[src/rtl/bus_timing_ctrl.sv]
// 6502 PHI2 generator with per-region high-phase stretching, phase-qualified
// chip enables / strobes, and a CPU reset held for a fixed number of PHI2 cycles.
module bus_timing_ctrl #(
  parameter int DIV        = 4,
  parameter int ROM_WAIT   = 2,
  parameter int PIA_WAIT   = 4,
  parameter int RES_CYCLES = 2
) (
  input  logic       clk,
  input  logic       rst_n,
  input  logic [3:0] addr_hi,
  input  logic       rw,
  output logic       phi2,
  output logic       cpu_res_n,
  output logic       ram_ce_n,
  output logic       pia_cs_n,
  output logic       rom_ce_n,
  output logic       oe_n,
  output logic       we_n
);

  localparam int MAX_WAIT = (ROM_WAIT > PIA_WAIT) ? ROM_WAIT : PIA_WAIT;

  generate
    if (DIV < 2 || DIV > 15 || ROM_WAIT < 0 || ROM_WAIT > 16 || PIA_WAIT < 0 ||
        PIA_WAIT > 16 || DIV + MAX_WAIT > 31 || RES_CYCLES < 1 || RES_CYCLES > 15)
    begin : g_param_check
      $error("bus_timing_ctrl: parameter out of range");
    end
  endgenerate

  localparam logic [4:0] DIV_L   = 5'(DIV);
  localparam logic [4:0] ROM_LIM = 5'(DIV + ROM_WAIT);
  localparam logic [4:0] PIA_LIM = 5'(DIV + PIA_WAIT);
  localparam logic [3:0] RES_L   = 4'(RES_CYCLES);

  typedef enum logic {ST_LOW = 1'b0, ST_HIGH = 1'b1} state_t;

  state_t     state_q, state_d;
  logic [4:0] cnt_q, cnt_d;
  logic [4:0] limit_q, limit_d;
  logic [3:0] fall_q, fall_d;
  logic       ram_l_q, ram_l_d, pia_l_q, pia_l_d, rom_l_q, rom_l_d, rw_l_q, rw_l_d;
  logic       phi2_q, phi2_d, res_n_q, res_n_d;
  logic       ram_ce_n_q, ram_ce_n_d, pia_cs_n_q, pia_cs_n_d, rom_ce_n_q, rom_ce_n_d;
  logic       oe_n_q, oe_n_d, we_n_q, we_n_d;
  logic       ram_sel_s, pia_sel_s, rom_sel_s;

  assign ram_sel_s = ~addr_hi[3];
  assign pia_sel_s = (addr_hi == 4'hD);
  assign rom_sel_s = (addr_hi[3:1] == 3'b111);

  // Next-state and next-output logic; outputs are computed for the cycle after the edge.
  always_comb begin
    state_d    = state_q;
    cnt_d      = cnt_q + 5'd1;
    limit_d    = limit_q;
    fall_d     = fall_q;
    res_n_d    = res_n_q;
    ram_l_d    = ram_l_q;
    pia_l_d    = pia_l_q;
    rom_l_d    = rom_l_q;
    rw_l_d     = rw_l_q;
    phi2_d     = 1'b0;
    ram_ce_n_d = 1'b1;
    pia_cs_n_d = 1'b1;
    rom_ce_n_d = 1'b1;
    oe_n_d     = 1'b1;
    we_n_d     = 1'b1;
    case (state_q)
      ST_LOW: begin
        if (cnt_q == DIV_L - 5'd1) begin
          state_d    = ST_HIGH;
          cnt_d      = 5'd0;
          ram_l_d    = ram_sel_s;
          pia_l_d    = pia_sel_s;
          rom_l_d    = rom_sel_s;
          rw_l_d     = rw;
          limit_d    = rom_sel_s ? ROM_LIM : (pia_sel_s ? PIA_LIM : DIV_L);
          phi2_d     = 1'b1;
          ram_ce_n_d = ~ram_sel_s;
          pia_cs_n_d = ~pia_sel_s;
          rom_ce_n_d = ~rom_sel_s;
          oe_n_d     = ~rw;
          we_n_d     = rw;
        end else begin
          state_d = ST_LOW;
        end
      end
      ST_HIGH: begin
        if (cnt_q == limit_q - 5'd1) begin
          state_d = ST_LOW;
          cnt_d   = 5'd0;
          // Reset-release counter saturates once cpu_res_n has been released.
          if (fall_q < RES_L) begin
            fall_d = fall_q + 4'd1;
            if (fall_q + 4'd1 == RES_L) begin
              res_n_d = 1'b1;
            end else begin
              res_n_d = res_n_q;
            end
          end else begin
            fall_d = fall_q;
          end
        end else begin
          phi2_d     = 1'b1;
          ram_ce_n_d = ~ram_l_q;
          pia_cs_n_d = ~pia_l_q;
          rom_ce_n_d = ~rom_l_q;
          oe_n_d     = ~rw_l_q;
          we_n_d     = rw_l_q;
        end
      end
      default: begin
        state_d = ST_LOW;
        cnt_d   = 5'd0;
      end
    endcase
  end

  // State, latched cycle attributes and registered outputs.
  always_ff @(posedge clk or negedge rst_n) begin
    if (!rst_n) begin
      state_q    <= ST_LOW;
      cnt_q      <= 5'd0;
      limit_q    <= DIV_L;
      fall_q     <= 4'd0;
      ram_l_q    <= 1'b0;
      pia_l_q    <= 1'b0;
      rom_l_q    <= 1'b0;
      rw_l_q     <= 1'b1;
      phi2_q     <= 1'b0;
      res_n_q    <= 1'b0;
      ram_ce_n_q <= 1'b1;
      pia_cs_n_q <= 1'b1;
      rom_ce_n_q <= 1'b1;
      oe_n_q     <= 1'b1;
      we_n_q     <= 1'b1;
    end else begin
      state_q    <= state_d;
      cnt_q      <= cnt_d;
      limit_q    <= limit_d;
      fall_q     <= fall_d;
      ram_l_q    <= ram_l_d;
      pia_l_q    <= pia_l_d;
      rom_l_q    <= rom_l_d;
      rw_l_q     <= rw_l_d;
      phi2_q     <= phi2_d;
      res_n_q    <= res_n_d;
      ram_ce_n_q <= ram_ce_n_d;
      pia_cs_n_q <= pia_cs_n_d;
      rom_ce_n_q <= rom_ce_n_d;
      oe_n_q     <= oe_n_d;
      we_n_q     <= we_n_d;
    end
  end

  assign phi2      = phi2_q;
  assign cpu_res_n = res_n_q;
  assign ram_ce_n  = ram_ce_n_q;
  assign pia_cs_n  = pia_cs_n_q;
  assign rom_ce_n  = rom_ce_n_q;
  assign oe_n      = oe_n_q;
  assign we_n      = we_n_q;

endmodule

[config.mk]
export PLATFORM = sky130hd
export DESIGN_NAME = bus_timing_ctrl
export DESIGN_NICKNAME = d
export VERILOG_FILES = /design/src/rtl/bus_timing_ctrl.sv
export SDC_FILE = /design/constraint.sdc
export NUM_CORES = 1
export LEC_CHECK = 0
export CORE_MARGIN = 4
export CORE_UTILIZATION = 37
export DETAILED_ROUTE_END_ITERATION = 10
export GPL_ROUTABILITY_DRIVEN = 0
export GPL_TIMING_DRIVEN = 0
export HOLD_SLACK_MARGIN = 0.08
export PLACE_DENSITY = 0.63
export REMOVE_ABC_BUFFERS = 1
export SYNTH_ARGS = -nofsm -noshare
export SYNTH_HDL_FRONTEND = slang
export SYNTH_SLANG_ARGS = --single-unit
[constraint.sdc]
create_clock -name clk -period 2.2 [get_ports clk]
set_input_delay 0.22 -clock clk [delete_from_list [all_inputs] [get_ports clk]]
set_output_delay 0.22 -clock clk [all_outputs]
set_load 0.1 [all_outputs]
== Yosys cells after proc, flatten, opt, wreduce, memory -nomap -nowiden ==
Index checks and enable logic that the tools add are counted.

* Flip-flop bits (word level): 25
* Input port bits: 7
* Output and inout bits: 7
* Logic and storage cells: 58

* Add/subtract/negate cells: 3
* Order comparisons: 1
* Equality and inequality tests: 5
* Multiplexer cells: 23
* Bitwise operators: 9
* Reductions and logical operators: 3

{| class="wikitable"
|+ Operators by type and width
! kind !! count
|-
| $mux W1 || 12
|-
| $pmux W1 S2 || 6
|-
| $mux W5 || 2
|-
| $pmux W5 S2 || 1
|-
| $not A1 Y1 || 9
|-
| $mux W4 || 2
|-
| $add A5 B1 Y5 const B || 1
|-
| $eq A5 B2 Y1 const B || 1
|-
| $eq A5 B5 Y1 || 1
|-
| $sub A5 B1 Y5 const B || 1
|-
| $add A4 B1 Y4 const B || 1
|-
| $eq A4 B2 Y1 const B || 1
|-
| $eq A4 B4 Y1 const B || 1
|-
| $lt A4 B2 Y1 const B || 1
|-
| $reduce_and A4 Y1 || 1
|-
| $eq A3 B3 Y1 const B || 1
|-
| $reduce_and A3 Y1 || 1
|-
| $reduce_and A2 Y1 || 1
|}

== Logic depth before layout (Yosys ltp) ==
* Depth in word-level cells: 4
* Depth in mapped cells: 6
* Mapped depth without buffers: 6

== Worst setup path before layout ==
No wires, ideal clock.

* Path type: reg-to-reg
* Start point: reg limit_q[2]
* End point: reg fall_q[2]
* Setup time: 0.120 ns
* Arrival time: 1.782 ns
* Required time: 2.080 ns
* Setup slack: 0.298 ns
* Stages on the path, launching flop included: 7
* Path buffers: 0
* Period minus slack after synthesis: 1.902 ns
* Cells stage by stage: dfstp_2 -> inv_1 -> ha_1 -> xor2_1 -> and3b_2 -> o31a_2 -> a41o_2

* Longest elaborated chain between the ends: 3

{| class="wikitable"
|+ RTL lines
! item !! RTL line !! text
|-
| start: declaration || 41 || <nowiki>logic [4:0] limit_q, limit_d;</nowiki>
|-
| start signal: assignment || 142 || <nowiki>limit_q <= limit_d;</nowiki>
|-
| $sub A5 B1 Y5 || 91 || <nowiki>if (cnt_q == limit_q - 5'd1) begin</nowiki>
|-
| $eq A5 B5 Y1 || 91 ||
|-
| $reduce_and A3 Y1 (no source line) || -- ||
|-
| end signal: assignment || 143 || <nowiki>fall_q <= fall_d;</nowiki>
|-
| end: declaration || 42 || <nowiki>logic [3:0] fall_q, fall_d;</nowiki>
|}

Every way passes these cells.
A chain may end at the register's enable or synchronous reset.

== Worst setup path after layout ==
* Start point: reg phi2_q, in the netlist phi2
* End point: out phi2

{| class="wikitable"
|+ RTL lines
! item !! RTL line !! text
|-
| start: declaration || 44 || <nowiki>logic phi2_q, phi2_d, res_n_q, res_n_d;</nowiki>
|-
| start signal: assignment || 148 || <nowiki>phi2_q <= phi2_d;</nowiki>
|-
| end: declaration || 13 || <nowiki>output logic phi2,</nowiki>
|}

No word-level cell between the ends.

==> metrics.csv <==
metric;value;unit
max_stage_delay;920;ps
grt_max_degree;23;
layout.nets;114;
crit_required;1980;ps
multi_input_comb_area;413;um^2
worstReg2RegEnd;fall_q[2];
finalPower;0.00179;W
path_clk_slew;120;ps
cts_hold_buf;0;
max_freq;0.484;GHz
fillerInstances;257;
wire_per_inst;13.8;um
reg2reg_depth;6;
grt_util_all_layers;12.2;%
cap_violations;0;
hold_viol;0;
slew-limit-headroom;35.6;%
criticalPathCategory;reg -> out;
die_x;60.0;um
cts_tree;done;
die-area;3600;um^2
cts_buffers;3;
synth_cell_types;32;
fin_crit_sh;93.9;%
ys_seq_area_share;55.9;%
crit_arrival;1850;ps
regArea;559;um^2
avgSynthCellArea;11.4;um^2
die_h;60.0;um
synthFlopType;dfrtp_1;
finalWirelength;1820;um
dr.pass1.iters;4;
final_antenna_net_count;0;
hold_class;in -> async;
drtIter0Drc;10;
antenna_found_initial;0;
synth.area.top_cells;dfrtp_1 (38%), dfstp_2 (18%), ha_1 (5.0%);
synth_commonest_cells;dfrtp_1 (15), dfstp_2 (7), inv_1 (6), nand2_1 (6);
yosysMostFrequentCell;dfrtp_1;
start_util;39.6;%
synth_edf_count;0;
postCtsSetupBuffers;0;
crit_slowest_cell;dlygate4sd2_1;
cts_buffer_depth;2;
tns;0;ps
viasPerCell;5.22;
status;complete, no violations;
yosys_register_bits;22;
drc_errors;0;
pin_count;14;
netlist_area;1000;um^2
startpoint;phi2;
critPathBufInv;1;
cts-htree-levels;1;
skew;7.13;ps
peakVddDrop;0.000938;V
slew_viol_final;0;
coreArea;2520;um^2
portBuffers;13;
cts_resized;2;
path_cells;dlygate4sd2_1;
yosysTopAreaCell;dfrtp_1;
clock_sinks;22;
synth_top_cell_area_share;37.5;%
reg2reg_slack;210;ps
cp-start-kind;flip-flop;
power.density;1500;nW/um^2
cts-root-buf;clkbuf_4;
antenna_cells;0;
grt_pass1_vias;721;
syn_to_final_growth;19.6;%
cp_max_fo;13;
crit_family;buffers and inverters;
yosys_warnings;0;
grt_pass1_wl;3250;um
drive_above_1_share;15.7;%
r2r-start;limit_q[2];
synth_cells;88;
async_flop_share;100;%
worstSetupEndpointType;primary output;
vias;689;
power.leakage;0.548;nW
clk_latency;300;ps
hold_ws;430;ps
rsz0062_at_grt;false;
tightest_slew;965;ps
post-dp-hpwl;1270;um
overflow;0;
setup_viol;0;
core.rowCount;18;
period_needed;2070;ps
[flip-flops by register name, indices dropped and copies added (netlist names)]
| signal | flops |
|---|---|
| cnt_q | 5 |
| cpu_res_n | 1 |
| fall_q | 4 |
| limit_q | 3 |
| oe_n | 1 |
| phi2 | 1 |
| pia_cs_n | 1 |
| pia_l_q | 1 |
| ram_ce_n | 1 |
| ram_l_q | 1 |
| rom_ce_n | 1 |
| rw_l_q | 1 |
| we_n | 1 |
[metal layers]
metal | vias to the layer above | global-route usage [%] | share of wire [%]
met1 | 324 | 15.5 | 49
met5 | - | 0 | 0
met3 | 2 | 4.54 | 6.2
met4 | 0 | 3.80 | 0.82
li1 | 347 | - | -
met2 | 16 | 19.1 | 44
[layout make-up]
| cell class | count | area share (%) |
|---|---|---|
| clock buffer | 4 | 2.20 |
| inverter | 6 | 1.88 |
| multi-input combinational | 57 | 34.5 |
| sequential | 22 | 46.8 |
| tap | 30 | 3.14 |
| timing repair buffer | 13 | 11.5 |
[kinds of logic (layout without fill, tap and decap cells)]
| group | count (synthesis) | after routing | share of synthesized area [%] |
|---|---|---|---|
| AOI/OAI and AO/OA | 21 | 21 | 15.5 |
| xor gates and xnor gates | 7 | 7 | 6.13 |
| adders and majority gates | 4 | 4 | 5.01 |
| buffers and inverters | 9 | 23 | 3.38 |
| DFF | 22 | 22 | 55.9 |
| and+or+nand+nor | 25 | 25 | 14.0 |
[worst max-delay path by stage]
stage,end,slack [ps],cells after the start
after detailed placement,pia_cs_n,110,4
after global routing,phi2,20,1
after global placement,pia_l_q,90,4
final,phi2,130,1
after CTS,pia_cs_n,5,1
after floorplan,pia_cs_n,40,4
[cell usage in the layout (no fill, tap or decap), drive strengths merged, types with 2 or more instances in the layout]
cell and instances:
a31oi 3, dlygate4sd2 2, nor4 4, nand2 6
xor2 5, dfstp 7, dfrtp 15, inv 6
clkdlybuf4s50 7, nand3 2, dlymetal6s2s 4, o21ai 2
ha 4, a21o 4, a21oi 4, nor2 5
clkbuf 4, xnor2 2
[power breakdown]
| part | leakage, nW | switching (W) | internal [W] |
|---|---|---|---|
| registers | 0.262 | 0.000157 | 0.000588 |
| logic | 0.271 | 0.000584 | 0.000280 |
| clock network | 0.0150 | 0.000115 | 0.0000706 |
| total | 0.548 | 0.000856 | 0.000938 |
[metrics by stage]
stage,std cells,utilization (%),worst slack (ps),instance area (um^2)
2_1_floorplan,85,-,39.4,988
3_3_place_gp,128,45.8,90.9,1160
3_5_place_dp,128,45.8,110,1160
4_1_cts,132,46.8,4.55,1180
5_1_grt,132,47.4,21.8,1200
6_report,132,47.4,133,1200
Power figures use the tool's default switching activity.
